File: config.mk
export PLATFORM = sky130hd
export DESIGN_NAME = diff_accumulator_flat
export DESIGN_NICKNAME = d
export VERILOG_FILES = /design/src/rtl/diff_pkg.sv /design/src/rtl/diff_accumulator_if.sv /design/src/rtl/diff_accumulator_sat_counter.sv /design/src/rtl/diff_accumulator.sv /design/src/flat_wrapper.sv
export SDC_FILE = /design/constraint.sdc
export NUM_CORES = 1
export LEC_CHECK = 0
export ABC_AREA = 0
export CORE_UTILIZATION = 54
export DETAILED_ROUTE_END_ITERATION = 6
export PLACE_DENSITY_LB_ADDON = 0.12
export SYNTH_ARGS = -nofsm -noshare
export SYNTH_HDL_FRONTEND = slang
export SYNTH_SLANG_ARGS = --single-unit
File: constraint.sdc
create_clock -name clk -period 5.2 [get_ports clk]
set_input_delay 1.56 -clock clk [delete_from_list [all_inputs] [get_ports clk]]
set_output_delay 1.56 -clock clk [all_outputs]
set_load 0.02 [all_outputs]
File: src/rtl/diff_pkg.sv
// diff_pkg: shared types, widths and saturating-add helper for the difference pipeline
package diff_pkg;
  localparam int DIFF_W = 33;
  typedef enum logic [1:0] {IDLE, ACCUM, HOLD} state_t;
  typedef struct packed {
    logic               ovf;
    logic signed [64:0] sum;
  } sat_res_t;
  // Adds two sign-extended operands at 65 bits and clamps to a signed w-bit range (w <= 64).
  function automatic sat_res_t sat_add(input logic signed [63:0] a, input logic signed [63:0] b, input int w);
    logic signed [64:0] s, hi, lo;
    sat_res_t r;
    s = 65'(a) + 65'(b);
    hi = (65'sd1 <<< (w - 1)) - 65'sd1;
    lo = ~hi;
    r.ovf = (s > hi) || (s < lo);
    r.sum = s > hi ? hi : s < lo ? lo : s;
    return r;
  endfunction
endpackage

File: src/rtl/diff_accumulator_if.sv
// diff_accumulator_if: beat input (valid/ready/diff/last) and burst result output (valid/ready/sum/count/neg/sat)
interface diff_accumulator_if #(parameter int ACC_W = 40, parameter int CNT_W = 8);
  import diff_pkg::*;
  logic                    in_valid;
  logic                    in_ready;
  logic [DIFF_W-1:0]       in_diff;
  logic                    in_last;
  logic                    out_valid;
  logic                    out_ready;
  logic signed [ACC_W-1:0] out_sum;
  logic [CNT_W-1:0]        out_count;
  logic [CNT_W-1:0]        out_neg;
  logic                    out_sat;
  modport master (
    output in_valid, in_diff, in_last, out_ready,
    input  in_ready, out_valid, out_sum, out_count, out_neg, out_sat
  );
  modport slave (
    input  in_valid, in_diff, in_last, out_ready,
    output in_ready, out_valid, out_sum, out_count, out_neg, out_sat
  );
endinterface

File: src/rtl/diff_accumulator_sat_counter.sv
// sat_counter: loadable up-counter that sticks at all-ones
//   clk, rst_n (sync, active-low), load/load_val (load wins over inc), inc, value
module sat_counter #(parameter int W = 8) (
  input  logic         clk,
  input  logic         rst_n,
  input  logic         load,
  input  logic [W-1:0] load_val,
  input  logic         inc,
  output logic [W-1:0] value
);
  logic [W-1:0] value_q, value_d;
  always_comb begin
    value_d = load ? load_val : (inc && !(&value_q)) ? value_q + W'(1) : value_q;
  end
  always_ff @(posedge clk) begin
    if (!rst_n) value_q <= '0;
    else value_q <= value_d;
  end
  assign value = value_q;
endmodule

File: src/rtl/diff_accumulator.sv
// diff_accumulator: accumulates a burst of 33-bit signed differences into a saturating sum
//   clk, rst_n (sync, active-low); bus.slave carries the beat input and the held burst result
module diff_accumulator import diff_pkg::*; #(
  parameter int ACC_W = 40,
  parameter int CNT_W = 8
) (
  input logic               clk,
  input logic               rst_n,
  diff_accumulator_if.slave bus
);
  state_t                  state_q, state_d;
  logic signed [ACC_W-1:0] sum_q, sum_d;
  logic                    sat_q, sat_d;
  logic                    accept, first, take, neg_beat;
  sat_res_t                add_r;
  logic                    unused_hi;
  assign accept = bus.in_valid && state_q != HOLD;
  assign first = state_q == IDLE;
  assign take = state_q == HOLD && bus.out_ready;
  assign neg_beat = bus.in_diff[DIFF_W-1];
  assign add_r = sat_add(64'(sum_q), 64'($signed(bus.in_diff)), ACC_W);
  // Clamped result already lies in ACC_W bits; the upper bits are only sign copies.
  assign unused_hi = ^add_r.sum[64:ACC_W];
  always_comb begin
    state_d = accept ? (bus.in_last ? HOLD : ACCUM) : take ? IDLE : state_q;
    sum_d = !accept ? sum_q : first ? ACC_W'($signed(bus.in_diff)) : add_r.sum[ACC_W-1:0];
    sat_d = !accept ? sat_q : !first && (sat_q || add_r.ovf);
  end
  always_ff @(posedge clk) begin
    if (!rst_n) begin
      state_q <= IDLE;
      sum_q <= '0;
      sat_q <= 1'b0;
    end else begin
      state_q <= state_d;
      sum_q <= sum_d;
      sat_q <= sat_d;
    end
  end
  sat_counter #(.W(CNT_W)) u_count (
    .clk(clk), .rst_n(rst_n), .load(accept && first), .load_val(CNT_W'(1)),
    .inc(accept && !first), .value(bus.out_count)
  );
  sat_counter #(.W(CNT_W)) u_neg (
    .clk(clk), .rst_n(rst_n), .load(accept && first), .load_val(CNT_W'(neg_beat)),
    .inc(accept && !first && neg_beat), .value(bus.out_neg)
  );
  assign bus.in_ready = state_q != HOLD;
  assign bus.out_valid = state_q == HOLD;
  assign bus.out_sum = sum_q;
  assign bus.out_sat = sat_q;
endmodule

File: src/flat_wrapper.sv
// flat-port wrapper written by rule: the top's interface ports become plain ports
module diff_accumulator_flat import diff_pkg::*;
#(
  parameter int ACC_W = 40,
  parameter int CNT_W = 8
)
  (clk, rst_n, bus_in_valid, bus_in_diff, bus_in_last, bus_out_ready, bus_in_ready, bus_out_valid, bus_out_sum, bus_out_count, bus_out_neg, bus_out_sat);
  diff_accumulator_if #(.ACC_W(ACC_W), .CNT_W(CNT_W)) bus_i ();
  input logic clk;
  input logic rst_n;
  input wire logic [$bits(bus_i.in_valid)-1:0] bus_in_valid;
  input wire logic [$bits(bus_i.in_diff)-1:0] bus_in_diff;
  input wire logic [$bits(bus_i.in_last)-1:0] bus_in_last;
  input wire logic [$bits(bus_i.out_ready)-1:0] bus_out_ready;
  output wire logic [$bits(bus_i.in_ready)-1:0] bus_in_ready;
  output wire logic [$bits(bus_i.out_valid)-1:0] bus_out_valid;
  output wire logic [$bits(bus_i.out_sum)-1:0] bus_out_sum;
  output wire logic [$bits(bus_i.out_count)-1:0] bus_out_count;
  output wire logic [$bits(bus_i.out_neg)-1:0] bus_out_neg;
  output wire logic [$bits(bus_i.out_sat)-1:0] bus_out_sat;
  assign bus_i.in_valid = bus_in_valid;
  assign bus_i.in_diff = bus_in_diff;
  assign bus_i.in_last = bus_in_last;
  assign bus_i.out_ready = bus_out_ready;
  assign bus_in_ready = bus_i.in_ready;
  assign bus_out_valid = bus_i.out_valid;
  assign bus_out_sum = bus_i.out_sum;
  assign bus_out_count = bus_i.out_count;
  assign bus_out_neg = bus_i.out_neg;
  assign bus_out_sat = bus_i.out_sat;
  diff_accumulator #(.ACC_W(ACC_W), .CNT_W(CNT_W)) u_core (.clk(clk), .rst_n(rst_n), .bus(bus_i));
endmodule
======== Yosys cells after proc, flatten, opt, wreduce, memory -nomap -nowiden ========
Cells that the tools add are included.
storage, ports and cells
  register bits ........................... 59
  input port bits ......................... 38
operators by class
  add/sub/neg operators ................... 3
  magnitude comparators ................... 2
  equality and inequality tests ........... 2
  muxes and demuxes ....................... 10
  bitwise logic cells ..................... 1
  reductions and logical operators ........ 20
operators with widths
  kind                    number
  $mux W40                3
  $add A40 B33 Y41        1
  $gt A41 B40 Y1 const B  1
  $lt A41 B40 Y1 const B  1
  $add A8 B1 Y8 const B   2
  $reduce_and A8 Y1       2
  $logic_and A1 B1 Y1     8
  $mux W2                 3
  $reduce_bool A2 Y1      3
  $mux W1                 4
  $logic_not A1 Y1        3
  $eq A2 B2 Y1 const B    1
  $logic_not A2 Y1        1
  $logic_or A1 B1 Y1      2
  $ne A2 B2 Y1 const B    1
  $reduce_or A2 Y1        1
  $not A1 Y1              1

======== Longest topological paths before layout ========
  word-level depth ........................ 7
  depth in mapped cells ................... 13

======== Cells and area by module ========
Synthesis repeated with hierarchy kept, for this count alone.
unflattened totals
  cell total of the unflattened synthesis .. 666
  area total of the unflattened synthesis .. 5139.9 um^2
by module, submodules not included
  module            instances  cells each  area an instance (um^2)
  diff_accumulator  1          546         4134.0
  sat_counter       2          60          503.0

======== Worst setup path after synthesis ========
Ideal clock, no wire load.
  path type ............................... input to register
  start ................................... input port bus_in_diff[0]
  end ..................................... register u_core.sum_q[32], in the netlist u_core.bus.out_sum[32]
  arrival time ............................ 4.043 ns
  data required time ...................... 5.112 ns
  slack ................................... 1.069 ns
  cell stages on the path ................. 13
  path buffers ............................ 2
  path through ............................ ha_1 -> inv_1 -> fa_1 -> nand2b_1 -> a21o_1 -> a31oi_1 -> o21ai_0 -> nand2_1 -> a21o_1 -> buf_2 -> buf_1 -> nand2_2 -> a311oi_2
on the way
  longest elaborated chain between the ends .. 5
RTL lines
  element               line                    source
  start, declared       flat_wrapper.sv:12      input wire logic [$bits(bus_i.in_diff)-1:0] bus_in_diff;
  $add A40 B33 Y41 (*)  diff_pkg.sv:13          s = 65'(a) + 65'(b);
  $lt A41 B40 Y1        diff_pkg.sv:17          r.sum = s > hi ? hi : s < lo ? lo : s;
  $mux W40              diff_pkg.sv:17
  $mux W40 (*)          diff_pkg.sv:17
  $mux W40 (*)          diff_accumulator.sv:26  sum_d = !accept ? sum_q : first ? ACC_W'($signed(bus.in_diff)) : add_r.sum[ACC_W-1:0];
  end signal, assigned  diff_accumulator.sv:36  sum_q <= sum_d;
  end, declared         diff_accumulator.sv:12  logic signed [ACC_W-1:0] sum_q, sum_d;
Every way passes the cells marked *; elsewhere a longest branch is shown, timed or not.
A chain may end at the register's enable or synchronous reset.

======== Worst setup path after layout ========
  start ................................... input port bus_in_diff[0]
  end ..................................... register u_core.sum_q[34], in the netlist u_core.bus.out_sum[34]
Same word-level chain as after synthesis.

==> results by group <==
Run status
  • Status: complete, no violations

STA
  • Hold Violations, Final: 0
  • RSZ-0062 raised after global routing: no
  • Final worst setup slack: 0.469 ns
  • Max transition margin: 0.216
  • Worst slew pin tran: 1.17 ns
  • Fin crit period: 4.73 ns
  • Max Freq: 211 MHz
  • Slew Limit Fails: 0
  • Setup violators final: 0
  • Final period util: 0.910
  • Final TNS setup: 0 ns
  • Clock Skew: 0.00686 ns

Logic synthesis
  • Share of async-settable or async-resettable flops after synthesis: 0
  • Syn Std Cell Area: 0.00517 sq mm
  • Primary FF master, synth: dfxtp_1
  • Seq/Total Area, Yosys: 0.228
  • Mapped Nets: 757
  • Yosys reg bits: 59
  • Post-Synthesis Cells: 676
  • Syn. warnings: 0
  • Syn_area_per_cell: 7.66 sq um
  • Yosys cell types: 63
  • Post-synth EDFFs: 0

Clock network
  • Hold bufs inserted after CTS: 0
  • Skew-Pair Late Insertion Delay: 0.36 ns
  • Htree depth: 3
  • Post-CTS setup buffers: 0
  • Root Driver: clkbuf_8
  • TritonCTS clock tree: done
  • Maximum root-to-sink buffer count: 2
  • Clk pin slew, worst setup/hold paths: 0.08 ns
  • Sink Count: 59
  • TritonCTS Buffers: 9
  • Post-CTS Resized: 0

Worst setup path
  • Worst R2R End: u_core.bus.out_sum[34]
  • Crit path from: bus_in_diff[0]
  • Crit path max fanout: 6
  • Req. time, crit path: 5.47 ns
  • CP startpoint kind: input pin
  • Critical Path AT: 5.00 ns
  • CP Capture Type: flip-flop
  • FF-to-FF setup slack: 1.77 ns
  • RR Startpoint: u_core.bus.out_sum[0]
  • R2R cell count: 12
  • Critical path capture point: u_core.bus.out_sum[34]
  • Setup CP Type: in -> reg

Drt
  • WL final: 15.4 mm
  • Via density: 6.28
  • Initial DRC count: 371
  • Post-route ant nets: 0
  • 1st-pass router iterations: 5
  • Drt wl/cell: 17.2 um
  • Via count: 5624
  • DRC errors left: 0

Die
  • Die ar.: 0.00998 sq mm
  • Row count: 35
  • Die Ht: 99.9 um
  • Initial Utilization: 0.560
  • Die width: 99.9 um
  • I/O Pins: 97
  • Core area: 0.00924 sq mm

Global routing
  • First-pass GRT wire length: 25.5 mm
  • GRT Total Usage: 0.316
  • GR Util met3: 0.0682
  • Initial antenna violation count: 0
  • Vias in the first global route: 5430
  • M2 GR Usage: 0.536
  • GR Util met1: 0.395
  • Most Crowded Layer GR: met2
  • Largest net degree at the start of global routing: 32
  • GRT overflow: 0

Power
  • Internal: 1.05 mW
  • Gate power share: 0.410
  • Pwr Density: 265 mW/mm^2
  • Leak: 2.58 nW
  • Sequential share of power: 0.299
  • Tot Pwr: 1.72 mW
  • P_sw: 666 uW
  • Clk pwr share: 0.290
  • VDD IR max: 0.000140 V
  • Sw Ratio: 0.387

Layout
  • N_diodes: 0
  • Design area: 0.00650 sq mm
  • Final net count: 843
  • Area grow syn2layout: 25.6%
  • Layout cells sized above 1: 0.0743
  • Final core occ: 0.703

Flow run
  • Max Cap Violations: 0

Placement
  • Final Wtd Congestion: 1.02
  • Number of buffers added on ports: 96
  • Post-DP HPWL: 11.4 mm
  • Place WS: 0.302 ns
  • Post-DP Area: 0.00627 sq mm

Hold path
  • Hold Crit Class: reg -> reg
synthesized netlist by cell type (14+ instances only):
cell / n / share of area
clkbuf_1: 23 / 0.017
nand2_1: 69 / 0.050
xor2_1: 15 / 0.025
inv_1: 21 / 0.015
nor2_1: 52 / 0.038
o21ai_0: 44 / 0.043
a21o_1: 20 / 0.029
ha_1: 42 / 0.10
a22o_1: 22 / 0.037
a22oi_1: 14 / 0.020
a21oi_1: 75 / 0.073
xnor2_1: 24 / 0.041
nand4_1: 14 / 0.017
dfxtp_1: 59 / 0.23
logic make-up (layout without fill, tap and decap cells):
kind of cell / Yosys count / in the layout / share of synthesized area
buffers and inverters: 56 / 147 / 0.0435
and+or+nand+nor: 200 / 200 / 0.180
DFF: 59 / 59 / 0.228
AOI/OAI and AO/OA: 276 / 276 / 0.371
adders and majority gates: 43 / 43 / 0.105
xor gates and xnor gates: 39 / 39 / 0.0660
muxes: 3 / 3 / 0.00580
how the worst min path moves through the flow:
stage	slack, ns	depth (start not counted)	end	startpoint
6_report	0.50	2	u_core.bus.out_sat	u_core.bus.out_sat
5_1_grt	0.52	2	u_core.bus.out_sat	u_core.bus.out_sat
4_1_cts	0.50	2	u_core.bus.out_sat	u_core.bus.out_sat
3_5_place_dp	0.49	2	u_core.bus.out_sat	u_core.bus.out_sat
3_3_place_gp	0.48	2	u_core.bus.out_sat	u_core.bus.out_sat
2_1_floorplan	0.53	2	u_core.state_q[0]	u_core.state_q[0]
stage by stage:
stage	cells	hold WS (ns)
finish	896	0.499
floorplan	676	0.535
detailed placement	880	0.487
CTS	896	0.500
global route	896	0.518
global placement	880	0.479
power groups by stage:
stage	Sequential (mW)	Clock (mW)	Combinational [mW]
finish	0.515	0.499	0.706
global route	0.519	0.522	0.767
CTS	0.514	0.501	0.694
detailed placement	0.524	0	0.687
global placement	0.523	0	0.674
floorplan	0.557	0	0.446
per-layer routing:
metal / share of wire / routed length [um]
met4: 0.018 / 274
met2: 0.48 / 7320
met1: 0.44 / 6710
met3: 0.069 / 1060
met5: 0 / 0
state kept, by name, summed over array words and instances (netlist names):
| register | count |
|---|---|
| u_core.u_neg.value | 8 |
| u_core.state_q | 2 |
| u_core.bus.out_sat | 1 |
| u_core.u_count.value | 8 |
| u_core.bus.out_sum | 40 |
cell usage in the layout (no fill, tap or decap), drive strengths merged, types with 6 or more instances in the layout:
cell           netlist  final
a21oi               75     75
a22oi               14     14
clkdlybuf4s50        0     96
buf                 12     14
and2                 8      8
nand4               15     15
or3                  6      6
a31oi               12     12
xor2                15     15
o21a                 9      9
inv                 21     23
xnor2               24     24
nor2                52     52
clkbuf              23      9
nand2               70     70
nor3                12     12
a22o                22     22
a21o                20     20
nand2b               8      8
dfxtp               59     59
nand3               13     13
a211oi               6      6
o21ai               51     51
o211ai              23     23
ha                  42     42
final cells by class:
| cell class | instances | area [sq um] |
|---|---|---|
| sequential | 59 | 1180 |
| clock buffer | 9 | 124 |
| timing repair buffer | 110 | 1080 |
| clock inverter | 7 | 100 |
| tap | 129 | 161 |
| multi-input combinational | 561 | 3770 |
| inverter | 21 | 78.8 |
| fill | 776 | 2740 |
worst max-delay path, stage by stage:
cell	delay, ns
clkdlybuf4s50_1	0.49
ha_1	0.21
inv_1	0.07
fa_1	0.40
nand2b_1	0.18
a21o_1	0.17
a31oi_1	0.19
buf_4	0.18
a21bo_2	0.15
a31oi_1	0.24
a2111oi_0	0.78
nor4_1	0.13
o311ai_1	0.24
No activity file was read; power rests on OpenSTA's default activity.
